$ cat src/rtl/alu_seq_if.sv
// ---------------------------------------------------------------------------
// alu_seq_if
//   Bundles the request/response handshake and the shared-bus ALU control
//   signals used by alu_sequencer.
//
//   slave  : sequencer side (consumes requests, drives responses and the ALU)
//   master : environment side (issues requests, accepts responses, models ALU)
//
//   Signals:
//     req_valid/req_ready/req_op/req_a/req_b   request channel
//     req_chain                                 only with ALU_SEQ_CHAIN_EN
//     rsp_valid/rsp_ready/rsp_result/rsp_err    response channel
//     alu_num/alu_enin1/alu_enin2/alu_opcode/alu_out_en/alu_result  ALU bus
// ---------------------------------------------------------------------------
interface alu_seq_if #(
  parameter int WIDTH = 16
);
  logic             req_valid;
  logic             req_ready;
  logic [2:0]       req_op;
  logic [WIDTH-1:0] req_a;
  logic [WIDTH-1:0] req_b;
`ifdef ALU_SEQ_CHAIN_EN
  logic             req_chain;
`endif
  logic             rsp_valid;
  logic             rsp_ready;
  logic [WIDTH-1:0] rsp_result;
  logic             rsp_err;
  logic [WIDTH-1:0] alu_num;
  logic             alu_enin1;
  logic             alu_enin2;
  logic [2:0]       alu_opcode;
  logic             alu_out_en;
  logic [WIDTH-1:0] alu_result;

  modport slave (
    input  req_valid, req_op, req_a, req_b, rsp_ready, alu_result,
`ifdef ALU_SEQ_CHAIN_EN
    input  req_chain,
`endif
    output req_ready, rsp_valid, rsp_result, rsp_err,
           alu_num, alu_enin1, alu_enin2, alu_opcode, alu_out_en
  );

  modport master (
    output req_valid, req_op, req_a, req_b, rsp_ready, alu_result,
`ifdef ALU_SEQ_CHAIN_EN
    output req_chain,
`endif
    input  req_ready, rsp_valid, rsp_result, rsp_err,
           alu_num, alu_enin1, alu_enin2, alu_opcode, alu_out_en
  );
endinterface

$ cat src/rtl/alu_sequencer.sv
// ---------------------------------------------------------------------------
// alu_sequencer
//   Runs one complete operation on a shared-bus ALU per accepted request:
//   load operand A, load operand B, hold output enable for EXEC_WAIT cycles,
//   capture the result, then present it on a valid/ready response channel.
//   Reserved opcode 7 is answered immediately with rsp_err=1, result 0,
//   without touching the ALU.
//
//   Ports:
//     clk  rising-edge clock
//     rst  synchronous active-high reset
//     bus  alu_seq_if.slave (request, response and ALU control signals)
//
//   Parameters:
//     WIDTH      operand / result width
//     EXEC_WAIT  cycles (1..15) alu_out_en is held before capture begins
//
//   Optional feature (macro ALU_SEQ_CHAIN_EN): adds bus.req_chain; when set at
//   accept, operand A is the last successfully captured result (0 after reset).
//
//   Every output is a flop; each flop's next value is prepared in the single
//   combinational process together with the next state.
// ---------------------------------------------------------------------------
module alu_sequencer #(
  parameter int WIDTH     = 16,
  parameter int EXEC_WAIT = 1
) (
  input logic      clk,
  input logic      rst,
  alu_seq_if.slave bus
);

  typedef enum logic [2:0] {
    S_IDLE, S_LOAD_A, S_LOAD_B, S_EXEC, S_CAPTURE, S_RESP
  } state_e;

  localparam logic [2:0] OP_RESERVED = 3'd7;
  localparam logic [3:0] CNT_LAST    = 4'(EXEC_WAIT - 1);

  state_e           state_q,      state_d;
  logic [3:0]       cnt_q,        cnt_d;
  logic [2:0]       op_q,         op_d;
  logic [WIDTH-1:0] b_q,          b_d;
  logic             req_ready_q,  req_ready_d;
  logic             rsp_valid_q,  rsp_valid_d;
  logic             rsp_err_q,    rsp_err_d;
  logic [WIDTH-1:0] rsp_result_q, rsp_result_d;
  logic [WIDTH-1:0] alu_num_q,    alu_num_d;
  logic             alu_enin1_q,  alu_enin1_d;
  logic             alu_enin2_q,  alu_enin2_d;
  logic [2:0]       alu_opcode_q, alu_opcode_d;
  logic             alu_out_en_q, alu_out_en_d;
  logic [WIDTH-1:0] oper_a;

`ifdef ALU_SEQ_CHAIN_EN
  logic [WIDTH-1:0] chain_q, chain_d;
  assign oper_a = bus.req_chain ? chain_q : bus.req_a;
`else
  assign oper_a = bus.req_a;
`endif

  // NOTE: every variable gets its hold value first so no path leaves it
  // unassigned; that is what keeps this process free of inferred latches.
  always_comb begin
    state_d      = state_q;
    cnt_d        = cnt_q;
    op_d         = op_q;
    b_d          = b_q;
    req_ready_d  = req_ready_q;
    rsp_valid_d  = rsp_valid_q;
    rsp_err_d    = rsp_err_q;
    rsp_result_d = rsp_result_q;
    alu_num_d    = alu_num_q;
    alu_enin1_d  = alu_enin1_q;
    alu_enin2_d  = alu_enin2_q;
    alu_opcode_d = alu_opcode_q;
    alu_out_en_d = alu_out_en_q;
`ifdef ALU_SEQ_CHAIN_EN
    chain_d      = chain_q;
`endif

    unique case (state_q)
      S_IDLE: begin
        // req_ready is high exactly in IDLE, so req_valid alone means accept.
        if (bus.req_valid) begin
          op_d        = bus.req_op;
          b_d         = bus.req_b;
          req_ready_d = 1'b0;
          if (bus.req_op == OP_RESERVED) begin
            state_d      = S_RESP;
            rsp_valid_d  = 1'b1;
            rsp_err_d    = 1'b1;
            rsp_result_d = '0;
          end else begin
            state_d     = S_LOAD_A;
            alu_num_d   = oper_a;
            alu_enin1_d = 1'b1;
          end
        end
      end
      S_LOAD_A: begin
        state_d     = S_LOAD_B;
        alu_num_d   = b_q;
        alu_enin1_d = 1'b0;
        alu_enin2_d = 1'b1;
      end
      S_LOAD_B: begin
        state_d      = S_EXEC;
        alu_num_d    = '0;
        alu_enin2_d  = 1'b0;
        alu_opcode_d = op_q;
        alu_out_en_d = 1'b1;
        cnt_d        = '0;
      end
      S_EXEC: begin
        if (cnt_q == CNT_LAST) begin
          state_d = S_CAPTURE;
          cnt_d   = '0;
        end else begin
          cnt_d = cnt_q + 4'd1;
        end
      end
      S_CAPTURE: begin
        // Result is sampled on this exit edge while alu_out_en is still high.
        state_d      = S_RESP;
        rsp_result_d = bus.alu_result;
        rsp_err_d    = 1'b0;
        rsp_valid_d  = 1'b1;
        alu_out_en_d = 1'b0;
`ifdef ALU_SEQ_CHAIN_EN
        chain_d      = bus.alu_result;
`endif
      end
      S_RESP: begin
        if (bus.rsp_ready) begin
          state_d     = S_IDLE;
          rsp_valid_d = 1'b0;
          rsp_err_d   = 1'b0;
          req_ready_d = 1'b1;
        end
      end
      default: state_d = S_IDLE;
    endcase
  end

  // NOTE: state registers use non-blocking assignments so every flop samples
  // the pre-edge values, independent of statement order.
  always_ff @(posedge clk) begin
    if (rst) begin
      state_q      <= S_IDLE;
      cnt_q        <= '0;
      op_q         <= '0;
      b_q          <= '0;
      req_ready_q  <= 1'b1;
      rsp_valid_q  <= 1'b0;
      rsp_err_q    <= 1'b0;
      rsp_result_q <= '0;
      alu_num_q    <= '0;
      alu_enin1_q  <= 1'b0;
      alu_enin2_q  <= 1'b0;
      alu_opcode_q <= '0;
      alu_out_en_q <= 1'b0;
`ifdef ALU_SEQ_CHAIN_EN
      chain_q      <= '0;
`endif
    end else begin
      state_q      <= state_d;
      cnt_q        <= cnt_d;
      op_q         <= op_d;
      b_q          <= b_d;
      req_ready_q  <= req_ready_d;
      rsp_valid_q  <= rsp_valid_d;
      rsp_err_q    <= rsp_err_d;
      rsp_result_q <= rsp_result_d;
      alu_num_q    <= alu_num_d;
      alu_enin1_q  <= alu_enin1_d;
      alu_enin2_q  <= alu_enin2_d;
      alu_opcode_q <= alu_opcode_d;
      alu_out_en_q <= alu_out_en_d;
`ifdef ALU_SEQ_CHAIN_EN
      chain_q      <= chain_d;
`endif
    end
  end

  assign bus.req_ready  = req_ready_q;
  assign bus.rsp_valid  = rsp_valid_q;
  assign bus.rsp_err    = rsp_err_q;
  assign bus.rsp_result = rsp_result_q;
  assign bus.alu_num    = alu_num_q;
  assign bus.alu_enin1  = alu_enin1_q;
  assign bus.alu_enin2  = alu_enin2_q;
  assign bus.alu_opcode = alu_opcode_q;
  assign bus.alu_out_en = alu_out_en_q;

endmodule

$ cat src/flat_wrapper.sv
// flat-port wrapper written by rule: the top's interface ports become plain ports
module alu_sequencer_flat 
#(
  parameter int WIDTH     = 16,
  parameter int EXEC_WAIT = 1
)
  (clk, rst, bus_req_valid, bus_req_op, bus_req_a, bus_req_b, bus_rsp_ready, bus_alu_result, bus_req_ready, bus_rsp_valid, bus_rsp_result, bus_rsp_err, bus_alu_num, bus_alu_enin1, bus_alu_enin2, bus_alu_opcode, bus_alu_out_en);
  alu_seq_if #(.WIDTH(WIDTH)) bus_i ();
  input logic clk;
  input logic rst;
  input wire logic [$bits(bus_i.req_valid)-1:0] bus_req_valid;
  input wire logic [$bits(bus_i.req_op)-1:0] bus_req_op;
  input wire logic [$bits(bus_i.req_a)-1:0] bus_req_a;
  input wire logic [$bits(bus_i.req_b)-1:0] bus_req_b;
  input wire logic [$bits(bus_i.rsp_ready)-1:0] bus_rsp_ready;
  input wire logic [$bits(bus_i.alu_result)-1:0] bus_alu_result;
  output wire logic [$bits(bus_i.req_ready)-1:0] bus_req_ready;
  output wire logic [$bits(bus_i.rsp_valid)-1:0] bus_rsp_valid;
  output wire logic [$bits(bus_i.rsp_result)-1:0] bus_rsp_result;
  output wire logic [$bits(bus_i.rsp_err)-1:0] bus_rsp_err;
  output wire logic [$bits(bus_i.alu_num)-1:0] bus_alu_num;
  output wire logic [$bits(bus_i.alu_enin1)-1:0] bus_alu_enin1;
  output wire logic [$bits(bus_i.alu_enin2)-1:0] bus_alu_enin2;
  output wire logic [$bits(bus_i.alu_opcode)-1:0] bus_alu_opcode;
  output wire logic [$bits(bus_i.alu_out_en)-1:0] bus_alu_out_en;
  assign bus_i.req_valid = bus_req_valid;
  assign bus_i.req_op = bus_req_op;
  assign bus_i.req_a = bus_req_a;
  assign bus_i.req_b = bus_req_b;
  assign bus_i.rsp_ready = bus_rsp_ready;
  assign bus_i.alu_result = bus_alu_result;
  assign bus_req_ready = bus_i.req_ready;
  assign bus_rsp_valid = bus_i.rsp_valid;
  assign bus_rsp_result = bus_i.rsp_result;
  assign bus_rsp_err = bus_i.rsp_err;
  assign bus_alu_num = bus_i.alu_num;
  assign bus_alu_enin1 = bus_i.alu_enin1;
  assign bus_alu_enin2 = bus_i.alu_enin2;
  assign bus_alu_opcode = bus_i.alu_opcode;
  assign bus_alu_out_en = bus_i.alu_out_en;
  alu_sequencer #(.WIDTH(WIDTH), .EXEC_WAIT(EXEC_WAIT)) u_core (.clk(clk), .rst(rst), .bus(bus_i));
endmodule
$ cat config.mk
export PLATFORM = sky130hd
export DESIGN_NAME = alu_sequencer_flat
export DESIGN_NICKNAME = d
export VERILOG_FILES = /design/src/rtl/alu_seq_if.sv /design/src/rtl/alu_sequencer.sv /design/src/flat_wrapper.sv
export SDC_FILE = /design/constraint.sdc
export NUM_CORES = 1
export LEC_CHECK = 0
export BUFFER_PORTS_ARGS = -buffer_cell sky130_fd_sc_hd__buf_2
export CAP_MARGIN = 10
export CORE_ASPECT_RATIO = 1.1
export CORE_MARGIN = 1.5
export CORE_UTILIZATION = 50
export CTS_CLUSTER_SIZE = 30
export DETAILED_ROUTE_END_ITERATION = 12
export PLACE_DENSITY = 0.88
export SLEW_MARGIN = 40
export SYNTH_ARGS = -nofsm -noshare
export SYNTH_HDL_FRONTEND = slang
export SYNTH_SLANG_ARGS = --single-unit
$ cat constraint.sdc
create_clock -name clk -period 2 [get_ports clk]
set_clock_uncertainty 0.05 [all_clocks]
set_input_delay 0.3 -clock clk [delete_from_list [all_inputs] [get_ports clk]]
set_output_delay 0.3 -clock clk [all_outputs]
set_load 0.02 [all_outputs]
==> Word level (Yosys, flattened, before mapping) <==
Cells that the tools add are included.
W data, S select, Z words.
{ "op_classes": {"addsub": 1, "eq_ne": 11, "mux": 26, "n_reduce_logical": 17} }
{ "op_table": {"columns": ["op", "n"], "rows": [
  ["$mux W16", 4],
  ["$pmux W16 S3", 1],
  ["$pmux W16 S2", 1],
  ["$pmux W3 S6", 1],
  ["$reduce_and A3 Y1", 5],
  ["$mux W3", 4],
  ["$reduce_bool A2 Y1", 6],
  ["$eq A3 B3 Y1 const B", 3],
  ["$pmux W1 S2", 4],
  ["$pmux W4 S2", 1],
  ["$mux W1", 7],
  ["$eq A3 B2 Y1 const B", 2],
  ["$ne A2 B2 Y1 const B", 3],
  ["$pmux W1 S3", 2],
  ["$reduce_bool A3 Y1", 2],
  ["$add A4 B1 Y4 const B", 1],
  ["$logic_not A4 Y1", 1],
  ["$mux W4", 1],
  ["$ne A2 B1 Y1 const B", 2],
  ["$reduce_and A4 Y1", 1],
  ["$eq A3 B1 Y1 const B", 1],
  ["$logic_not A3 Y1", 1],
  ["$reduce_and A2 Y1", 1]
]} }
{ "word_totals": {"ff_bits": 67, "inputBits": 55, "out_inout_bits": 41, "wordCells": 68} }

==> Depth between registers and ports, before layout <==
Gate-level depths: netlist (run 1).
{ "logic_depth": {"depth_word": 4, "mapped_depth": 7, "ltp_nobuf": 5} }

==> Worst setup path after synthesis (run 1) <==
No wires, ideal clock.
{ "synth_timing": {"path_type": "register to register", "from": "register u_core.state_q[1]", "to": "register u_core.alu_num_q[10] (netlist: u_core.bus.alu_num[10])", "setup_ns": 0.138, "arrival_ns": 1.246, "t_required_ns": 1.812, "slack_ns": 0.566, "stages_incl_launch_ff": 7, "n_path_buf": 2, "period_less_slack_ns": 1.434, "cell_sequence": "dfxtp_1 > buf_6 > or3_4 > o311a_2 > buf_6 > nor2_1 > nor3_2"} }
{ "synth_between": {"elab_chain_cells": 3, "elab_cells_between_ends": 8, "cone_classes": "4 x eq/ne; 1 x mux; 3 x reduce/logical"} }
{ "synth_lines": {"columns": ["element", "line_no", "text"], "rows": [
  ["start: declaration", "alu_sequencer.sv:40", "state_e state_q, state_d;"],
  ["start signal: assignment", "alu_sequencer.sv:167", "state_q <= state_d;"],
  ["$eq A3 B1 Y1, or another cell as far along", "alu_sequencer.sv:82", "unique case (state_q)"],
  ["$reduce_bool A3 Y1 (no source line) / $ne A2 B2 Y1 (equally long branches)", null, null],
  ["$reduce_and A3 Y1 (no source line)", null, null],
  ["end signal: assignment", "alu_sequencer.sv:175", "alu_num_q <= alu_num_d;"],
  ["end: declaration", "alu_sequencer.sv:48", "logic [WIDTH-1:0] alu_num_q, alu_num_d;"]
]} }
Several ways; a longest one is shown, not always the timed one.
A chain may end at the register's enable or synchronous reset.

==> Worst setup path after layout (run 1) <==
{ "layout_timing": {"from": "register u_core.state_q[1]", "to": "register u_core.state_q[2]"} }
{ "layout_between": {"elab_chain_cells": 3, "elab_cells_between_ends": 11, "cone_classes": "8 x eq/ne; 1 x mux; 2 x reduce/logical"} }
{ "layout_lines": {"columns": ["element", "line_no"], "rows": [
  ["$eq A3 B2 Y1, or another cell as far along", "alu_sequencer.sv:82"],
  ["$ne A2 B1 Y1 (no source line) / $ne A2 B2 Y1 (equally long branches)", null],
  ["$reduce_and A3 Y1 (no source line)", null]
]} }
Several ways; a longest one is shown, not always the timed one.

==> impl_metrics.ini, run 1 <==
[routing]
drc = 0
detail_route.vias_per_cell = 5.59
drtIter0Drc = 216
dr_total_vias = 2841
firstDrtPassIters = 4
antenna_left = 0
wl_per_cell_um = 14.6
route.final.wire_length_um = 7430

[worst_setup_path]
cp_data_required_time_ps = 2180
cp_data_arrival_time_ps = 1970
cp_slowest_stage_delay_ps = 640
cp-start-kind = register
cell_breakdown_of_the_critical_path = buf_4 > nand3b_1 > a21oi_1 > inv_1 > a32o_1
cpMaxStageDelayCell = sky130_fd_sc_hd__dfxtp_1
worst_setup_path_end_kind = register
critical_path.reg2reg.startpoint = u_core.state_q[1]$_SDFFE_PP0P_
critical_path_peak_fanout = 11
setup.reg_to_reg.worst_slack_ps = 210
endpoint = u_core.state_q[2]$_SDFFE_PP0P_
worst_reg2reg_endpoint = u_core.state_q[2]$_SDFFE_PP0P_
setup.worst_path.start = u_core.state_q[1]$_SDFFE_PP0P_
worstRegToRegCells = 5
crit_type = register to register

[synthesis]
synth_edf_count = 0
synth.ff_latch_count = 67
ys_seq_area_share_pct = 45.0
count_of_different_cell_masters_after_synthesis = 41
synthesis.nets = 394
synth_largest_area_cell = sky130_fd_sc_hd__dfxtp_1
synth_common_cells = 67 x sky130_fd_sc_hd__dfxtp_1, 52 x sky130_fd_sc_hd__nand2_1, 42 x sky130_fd_sc_hd__nor2_1, 32 x sky130_fd_sc_hd__a21oi_1, 18 x sky130_fd_sc_hd__a22oi_1
synth_largest_type_area_fraction_pct = 45.0
syn-instance-count = 337
syn_area_um2 = 2980
post-synth-top-count-cell = sky130_fd_sc_hd__dfxtp_1
yosys_warnings = 0
asyncSetResetFlopFracSynth_pct = 0
ys.flop_type = sky130_fd_sc_hd__dfxtp_1
syn_avg_cell_area_um2 = 8.84
synth.area.top_cells = sky130_fd_sc_hd__dfxtp_1 45%, sky130_fd_sc_hd__nand2_1 6.6%, sky130_fd_sc_hd__a21oi_1 5.4%, sky130_fd_sc_hd__nor2_1 5.3%, sky130_fd_sc_hd__a221oi_2 5.0%

[clock_tree]
clock-sinks = 67
clk_root_buffer_cell = sky130_fd_sc_hd__clkbuf_8
cts_inserted_buffers = 9
h-tree-depth = 3
cts_tree = done
worst_skew_pair.late_latency_ps = 340
clk_path_buf_depth = 2
cts.reportedPaths.clkPinSlew_ps = 70

[floorplan]
die_w_um = 76.6
io_pins = 96
initial_core_util_pct = 51.6
die_area_um2 = 6430
die_y_um = 83.9
rows = 29
placeable_core_area_um2 = 5770

[timing]
period_share_pct = 89.3
fmax_mhz = 560
slew_headroom_pct = 56.4
tightestPinTransition_ps = 654
finalHoldViolCount = 0
rsz0062_at_grt = no
finalSetupTns_ps = 0
layout_min_cycle_time_ps = 1790
timing_max_transition_violations_final = 0
setup_violations = 0

[cells_and_area]
drive_above_1_share_pct = 35.5
antenna-diode-count = 0
nets = 483
final_layout_fill_cell_count = 474
areaGrowthSynthToFinish_pct = 25.1
final_cells = 508

[power_and_ir_drop]
net-switching-power_uw = 1210
combinationalPowerShare_pct = 24.3
swShare_pct = 31.0
cellPowerDensity_nw_per_um2 = 1050
power_leakage_uw = 0.00158
vdd.ir_drop.worst_v = 0.000714
sequentialPowerShare_pct = 40.0
clkPwrFrac_pct = 35.7
cell_internal_pwr_uw = 2690

[placement]
dpl_hpwl_um = 5200
dp_cells = 491
io_buffers = 95
finalWeightedCongestion = 0.883

[global_route]
grt_first_pass_wirelength_um = 12300
grt.overflow.total = 0
grt_util_all_layers_pct = 23.9
maximum_number_of_pins_on_one_net_before_global_route_repair = 27
grt_antenna_before_repair = 0
grt_pass1_vias = 2751

[flow_run]
max_cap_viols = 0

[status]
status = finished clean

[worst_hold_path]
worst_hold_path_type = primary input to register
==> cells in the final DEF, fill, tap and decap left out, types with 5 or more instances in the layout <==
master / instances
sky130_fd_sc_hd__nand2_1: 52
sky130_fd_sc_hd__clkbuf_8: 10
sky130_fd_sc_hd__dfxtp_1: 65
sky130_fd_sc_hd__a22o_1: 13
sky130_fd_sc_hd__buf_2: 95
sky130_fd_sc_hd__a21oi_1: 32
sky130_fd_sc_hd__o21ai_0: 13
sky130_fd_sc_hd__a221oi_2: 10
sky130_fd_sc_hd__buf_4: 10
sky130_fd_sc_hd__a22oi_1: 18
sky130_fd_sc_hd__inv_1: 5
sky130_fd_sc_hd__nor2_1: 42
sky130_fd_sc_hd__nor3_1: 7
sky130_fd_sc_hd__nor3_2: 10
sky130_fd_sc_hd__nand2b_1: 5
sky130_fd_sc_hd__a221oi_1: 6
==> how the worst min path moves through the flow <==
stage,start,cells after the start,end
3_3_place_gp,u_core.b_q[5]$_SDFFE_PP0P_,2,u_core.b_q[5]$_SDFFE_PP0P_
5_1_grt,bus_req_b[10],3,u_core.b_q[10]$_SDFFE_PP0P_
4_1_cts,bus_alu_result[11],3,u_core.bus.rsp_result[11]$_SDFFE_PP0P_
3_5_place_dp,u_core.bus.req_ready$_SDFFE_PP1P_,2,u_core.bus.req_ready$_SDFFE_PP1P_
2_1_floorplan,u_core.op_q[0]$_SDFFE_PP0P_,2,u_core.bus.alu_opcode[0]$_SDFFE_PP0P_
6_report,bus_alu_result[11],3,u_core.bus.rsp_result[11]$_SDFFE_PP0P_
==> registers in the layout (all words and copies together), names as in the netlist <==
signal,flops
u_core.bus.rsp_valid,1
u_core.op_q,3
u_core.bus.rsp_result,16
u_core.state_q,3
u_core.bus.alu_out_en,1
u_core.bus.req_ready,1
u_core.bus.alu_opcode,3
u_core.bus.rsp_err,1
u_core.bus.alu_enin1,1
u_core.bus.alu_num,16
u_core.b_q,16
u_core.bus.alu_enin2,1
u_core.cnt_q,4
==> final cells by class <==
type | count | area [µm²] | share of cell area [%]
Multi-Input combinational cell | 236 | 1450 | 39.0
Sequential cell | 67 | 1340 | 36.1
Timing Repair Buffer | 106 | 562 | 15.1
Clock buffer | 10 | 138 | 3.69
Clock inverter | 6 | 113 | 3.02
Tap cell | 77 | 96.3 | 2.59
Inverter | 6 | 22.5 | 0.604
==> power groups by stage <==
stage / combinational [µW] / clock (µW) / sequential (µW)
after CTS: 931 / 1400 / 1560
final: 947 / 1390 / 1560
after floorplan: 622 / 0 / 1660
after detailed placement: 925 / 0 / 1590
after global routing: 1040 / 1470 / 1570
after global placement: 894 / 0 / 1580
==> kinds of logic after synthesis <==
family	share of synthesized area, %
AO/OA/AOI/OAI	26.6
buffers and inverters	6.68
adder cells (fa/ha/maj)	0.840
AND/OR/NAND/NOR	20.9
flip-flops	45.0
==> metrics by stage <==
stage                     area (µm²)  setup slack [ps]  hold slack, ps  power (µW)  util (%)
after global routing            3730              12.9             131        4080      64.6
after global placement          3450               154             391        2470      59.9
after detailed placement        3450              18.3             393        2510      59.9
final                           3730               213             140        3900      64.6
after floorplan                 2980               566             382        2280         -
after CTS                       3700              14.1             135        3890      64.2
==> what timing repair did <==
item,CTS,global route
setup endpoints to repair,0,16
gates resized for setup,0,2
hold buffers,0,0
setup buffers,0,0
==> critical path: cells and delay by family, from the launching register on <==
family | cells | cell delay [ps]
buffers and inverters | 2 | 370
and+or+nand+nor | 1 | 110
DFF | 1 | 640
AOI/OAI and AO/OA | 2 | 510
==> layer usage <==
| layer | share of wire (%) | vias up | global-route usage (%) |
|---|---|---|---|
| met1 | 40 | 1326 | 27.3 |
| met5 | 0 | - | 0 |
| met4 | 2.1 | 0 | 11.3 |
| met3 | 7.9 | 17 | 7.54 |
| met2 | 50 | 125 | 40.4 |
| li1 | - | 1373 | - |
Power figures use the tool's default switching activity.
==> run 2, diff against run 1 <==
Settings changed: RECOVER_POWER set to 100.
==> run 2 against run 1 <==
Against the previous run: power down 2.4%; critical path depth unchanged; cell count unchanged; largest cell class unchanged.
==> impl_metrics.ini, run 2 (synthesis gave the netlist of run 1 again) <==
[status]
status = finished clean

[timing]
finalHoldViolCount = 0
tightestPinTransition_ps = 649
finalSetupTns_ps = 0
timing_max_transition_violations_final = 0
setup_violations = 0
layout_min_cycle_time_ps = 1840
fmax_mhz = 545
slew_headroom_pct = 56.7
setup_ws_ps = 165
period_share_pct = 91.8
rsz0062_at_grt = no

[floorplan]
placeable_core_area_um2 = 5770
die_y_um = 83.9
rows = 29
initial_core_util_pct = 51.6
io_pins = 96
die_area_um2 = 6430
die_w_um = 76.6

[clock_tree]
cts_tree = done
clk_path_buf_depth = 2
worst_skew_pair.late_latency_ps = 340
post-cts-setup-buffer-count = 0
clock-sinks = 67
cts_hold_repair.buffers = 0
clk_root_buffer_cell = sky130_fd_sc_hd__clkbuf_8
cts_inserted_buffers = 9
cts.reportedPaths.clkPinSlew_ps = 80
h-tree-depth = 3

[routing]
antenna_left = 0
drc = 0
drtIter0Drc = 232
firstDrtPassIters = 4
detail_route.vias_per_cell = 5.56
route.final.wire_length_um = 7380
wl_per_cell_um = 14.5
dr_total_vias = 2822

[power_and_ir_drop]
cellPowerDensity_nw_per_um2 = 1060
power_leakage_uw = 0.00139
vdd.ir_drop.worst_v = 0.000706
finalPower_uw = 3810

[flow_run]
max_cap_viols = 0

[worst_setup_path]
setup.reg_to_reg.worst_slack_ps = 160
crit_type = register to register
cp_slowest_stage_delay_ps = 600
worst_setup_path_end_kind = register
cell_breakdown_of_the_critical_path = or3_1 > o311ai_2 > clkbuf_2 > a221oi_1 > nor3_2
cp_data_arrival_time_ps = 2010
cp-start-kind = register
critical_path_peak_fanout = 11
cp_data_required_time_ps = 2180
cpMaxStageDelayCell = sky130_fd_sc_hd__dfxtp_1

[global_route]
grt_antenna_before_repair = 0
grt_first_pass_wirelength_um = 12300
grt_util_all_layers_pct = 23.9
grt.overflow.total = 0
maximum_number_of_pins_on_one_net_before_global_route_repair = 27
grt_pass1_vias = 2751

[cells_and_area]
layout_common_cells = 65 x sky130_fd_sc_hd__dfxtp_1, 54 x sky130_fd_sc_hd__buf_2, 52 x sky130_fd_sc_hd__nand2_1
areaGrowthSynthToFinish_pct = 20.4
layout.core_utilization_pct = 62.1
final_layout_fill_cell_count = 515
antenna-diode-count = 0
nets = 483
drive_above_1_share_pct = 23.2
final_common_cell = sky130_fd_sc_hd__dfxtp_1
final_design_area_no_fill_um2 = 3580

[placement]
pre_cts_ws_ps = 18.3
finalWeightedCongestion = 0.883
io_buffers = 95
dpl-instance-area_um2 = 3450
dpl_hpwl_um = 5200

[worst_hold_path]
worst_hold_path_type = primary input to register
run 2: final timing paths:
path | start | end | cells past startpoint
worst max-delay path | u_core.state_q[1]$_SDFFE_PP0P_ | u_core.bus.alu_num[7]$_SDFFE_PP0P_ | 5
worst min-delay path | bus_alu_result[11] | u_core.bus.rsp_result[11]$_SDFFE_PP0P_ | 3
worst max register to register | u_core.state_q[1]$_SDFFE_PP0P_ | u_core.bus.alu_num[7]$_SDFFE_PP0P_ | 5
worst min register to register | u_core.bus.req_ready$_SDFFE_PP1P_ | u_core.bus.req_ready$_SDFFE_PP1P_ | 2
run 2: stage by stage:
step,std cells,hold slack (ps)
global route,508,131
CTS,507,135
floorplan,337,382
finish,508,139
detailed placement,491,393
global placement,491,391
run 2: final cells by class:
class | instances | area (µm²) | area share, %
Inverter | 6 | 22.5 | 0.628
Timing Repair Buffer | 106 | 498 | 13.9
Sequential cell | 67 | 1340 | 37.5
Clock buffer | 10 | 138 | 3.84
Tap cell | 77 | 96.3 | 2.69
Multi-Input combinational cell | 236 | 1370 | 38.3
Clock inverter | 6 | 113 | 3.14
run 2: report_power, final:
group,switching [µW],internal [µW]
clock network,530,861
registers,96.1,1460
logic,546,308
run 2: what timing repair did:
| action | in CTS | in global routing |
|---|---|---|
| gates resized for setup | 0 | 2 |
| setup endpoints to repair | 0 | 16 |
| hold endpoints to repair | 0 | 0 |
run 2: metal layers:
metal / up-vias / global-route usage [%] / share of wire, %
met4: 0 / 11.3 / 1.7
met5: - / 0 / 0
li1: 1373 / - / -
met3: 14 / 7.54 / 7.5
met1: 1308 / 27.3 / 40
met2: 127 / 40.4 / 51
run 2: critical path, delay by kind of cell (launching register included):
kind	cells	cell delay (ps)
buffers and inverters	1	250
AO/OA/AOI/OAI	2	520
flip-flops	1	600
AND/OR/NAND/NOR	2	290
==> run 3, diff against run 2 <==
Settings changed: ABC_AREA set to 1, BUFFER_PORTS_ARGS -buffer_cell sky130_fd_sc_hd__buf_2 to unset, CORE_UTILIZATION 50 to 51, DONT_BUFFER_PORTS set to 1, PLACE_DENSITY 0.88 to 0.75.
==> run 3 against run 2 <==
Against the previous run: flip-flop and latch count stayed put; synthesized cell count up 23%; via count decreased by 15%; clock-buffer cell count is 3 higher; wire length decreased by 17%; sequential power rose by 9.6%; die area fell by 5.6%; area after synthesis shrank 3.9%; sequential share of layout area rose by 6.7 points; first-iteration DRC count decreased by 58%; utilization fell by 5.8 points; largest power group unchanged; highest routed layer unchanged.
==> impl_metrics.ini, run 3 <==
[global_route]
grt.overflow.total = 0
grt_first_pass_wirelength_um = 9570
grt_pass1_vias = 2197
grt_util_all_layers_pct = 21.0
grt_antenna_before_repair = 0
maximum_number_of_pins_on_one_net_before_global_route_repair = 48

[power_and_ir_drop]
net-switching-power_uw = 1140
sequentialPowerShare_pct = 49.4
vdd.ir_drop.worst_v = 0.000556
power_leakage_uw = 0.00131
swShare_pct = 33.0
clkPwrFrac_pct = 32.5
cellPowerDensity_nw_per_um2 = 1140
cell_internal_pwr_uw = 2310
combinationalPowerShare_pct = 18.1

[worst_setup_path]
cp_data_required_time_ps = 2220
cp-start-kind = register
critical_path.reg2reg.startpoint = u_core.state_q[0]$_SDFFE_PP0P_
critical_path_peak_fanout = 20
worstRegToRegCells = 7
setup.reg_to_reg.worst_slack_ps = 300
cp_data_arrival_time_ps = 1920
crit_type = register to register
worst_setup_path_end_kind = register
worst_reg2reg_endpoint = u_core.op_q[2]$_SDFFE_PP0P_

[floorplan]
initial_core_util_pct = 53.0
die_y_um = 81.5
die_w_um = 74.4
placeable_core_area_um2 = 5400
die_area_um2 = 6070
io_pins = 96
rows = 28

[timing]
timing_max_transition_violations_final = 0
finalHoldViolCount = 0
tightestPinTransition_ps = 581
fmax_mhz = 588
period_share_pct = 85.0
layout_min_cycle_time_ps = 1700
finalSetupTns_ps = 0
rsz0062_at_grt = no
setup_violations = 0
slew_headroom_pct = 61.2

[clock_tree]
h-tree-depth = 3
worst_skew_pair.late_latency_ps = 340
post-cts-setup-buffer-count = 0
clk_root_buffer_cell = sky130_fd_sc_hd__clkbuf_8
cts_inserted_buffers = 9
clk_path_buf_depth = 2
cts_tree = done
clock-sinks = 67
cts.reportedPaths.clkPinSlew_ps = 70

[synthesis]
synth_largest_area_cell = sky130_fd_sc_hd__dfxtp_1
post-synth-top-count-cell = sky130_fd_sc_hd__nand2_1
synth_edf_count = 0
ys_seq_area_share_pct = 46.9
synth.ff_latch_count = 67
synth_common_cells = 179 x sky130_fd_sc_hd__nand2_1, 67 x sky130_fd_sc_hd__dfxtp_1, 51 x sky130_fd_sc_hd__a21oi_1, 40 x sky130_fd_sc_hd__nor2_1, 24 x sky130_fd_sc_hd__inv_1
count_of_different_cell_masters_after_synthesis = 22
syn_avg_cell_area_um2 = 6.93
ys.flop_type = sky130_fd_sc_hd__dfxtp_1
synthesis.nets = 470
asyncSetResetFlopFracSynth_pct = 0
yosys_warnings = 0
synth.area.top_cells = sky130_fd_sc_hd__dfxtp_1 47%, sky130_fd_sc_hd__nand2_1 23%, sky130_fd_sc_hd__a21oi_1 8.9%, sky130_fd_sc_hd__nor2_1 5.2%, sky130_fd_sc_hd__inv_1 3.1%
syn-instance-count = 413
synth_largest_type_area_fraction_pct = 46.9
syn_area_um2 = 2860

[cells_and_area]
nets = 467
areaGrowthSynthToFinish_pct = 6.21
final_layout_fill_cell_count = 560
final_common_cell = sky130_fd_sc_hd__nand2_1
antenna-diode-count = 0
drive_above_1_share_pct = 5.80
layout_common_cells = 183 x sky130_fd_sc_hd__nand2_1, 67 x sky130_fd_sc_hd__dfxtp_1, 51 x sky130_fd_sc_hd__a21oi_1
final_cells = 489

[routing]
route.final.wire_length_um = 6150
firstDrtPassIters = 4
dr_total_vias = 2411
drtIter0Drc = 97
detail_route.vias_per_cell = 4.93
antenna_left = 0
wl_per_cell_um = 12.6
drc = 0

[status]
status = finished clean

[placement]
dpl_hpwl_um = 4180
io_buffers = 0
dp_cells = 472
finalWeightedCongestion = 0.879

[flow_run]
max_cap_viols = 0

[worst_hold_path]
worst_hold_path_type = primary input to register
hold-path-cell-count = 2
worst_min_delay_path_startpoint = bus_req_b[0]
worstHoldEndpoint = u_core.b_q[0]$_SDFFE_PP0P_
run 3: metal layers:
metal / track usage, % / up-vias / wire (µm)
met4: 10.5 / 0 / 140
met3: 8.47 / 12 / 568
met2: 34.6 / 87 / 2860
met1: 23.4 / 1043 / 2580
li1: - / 1269 / -
met5: 0 / - / 0
run 3: power by group through the flow:
| stage | clock, µW | combinational [µW] | sequential, µW |
|---|---|---|---|
| 2_1_floorplan | 0 | 607 | 1710 |
| 3_3_place_gp | 0 | 611 | 1730 |
| 3_5_place_dp | 0 | 627 | 1740 |
| 4_1_cts | 1150 | 651 | 1710 |
| 5_1_grt | 1200 | 726 | 1730 |
| 6_report | 1120 | 624 | 1710 |
run 3: final cells by class:
type	instances	area, µm²	share of cell area (%)
inverter	30	113	3.71
tap	75	93.8	3.09
clock buffer	13	159	5.23
timing repair buffer	3	37.5	1.24
sequential	67	1340	44.2
clock inverter	2	35.0	1.15
multi-input combinational	299	1260	41.4
run 3: through the flow:
stage	setup WS [ps]	hold WS (ps)	area (µm²)	utilization [%]	total power [µW]
after floorplan	726	393	2860	-	2320
after global placement	464	322	2830	52.5	2340
after detailed placement	409	326	2830	52.5	2360
after CTS	402	27.9	3060	56.7	3500
after global routing	141	29.2	3040	56.3	3650
final	300	42.5	3040	56.3	3450
run 3: timing repair:
action | 4_1_cts | 5_1_grt
endpoints found under the setup margin | 0 | 0
hold buffers | 2 | 0
resized for setup | 0 | 0
hold endpoints to repair | 47 | 0
run 3: worst max path at each step:
stage,from,to,cells past startpoint
CTS,u_core.state_q[0]$_SDFFE_PP0P_,u_core.bus.alu_num[4]$_SDFFE_PP0P_,8
global placement,u_core.state_q[0]$_SDFFE_PP0P_,u_core.bus.alu_num[13]$_SDFFE_PP0P_,8
finish,u_core.state_q[0]$_SDFFE_PP0P_,u_core.op_q[2]$_SDFFE_PP0P_,7
floorplan,u_core.state_q[0]$_SDFFE_PP0P_,u_core.bus.alu_num[10]$_SDFFE_PP0P_,8
detailed placement,u_core.state_q[0]$_SDFFE_PP0P_,u_core.bus.alu_num[4]$_SDFFE_PP0P_,8
global route,u_core.state_q[0]$_SDFFE_PP0P_,u_core.bus.alu_num[5]$_SDFFE_PP0P_,7
run 3: cells by family after synthesis:
logic type,share of synthesized area (%)
buffers and inverters,8.40
flip-flops,46.9
XOR/XNOR,0.613
AND/OR/NAND/NOR,33.6
adder cells (fa/ha/maj),0.875
AO/OA/AOI/OAI,9.62
run 3: critical path: stages, from the launching register on:
cell	delay, ps
sky130_fd_sc_hd__dfxtp_1	380
sky130_fd_sc_hd__nor2_4	160
sky130_fd_sc_hd__nand2_1	80
sky130_fd_sc_hd__inv_1	110
sky130_fd_sc_hd__nand2_2	110
sky130_fd_sc_hd__inv_1	450
sky130_fd_sc_hd__nand2_1	130
sky130_fd_sc_hd__a21oi_1	160
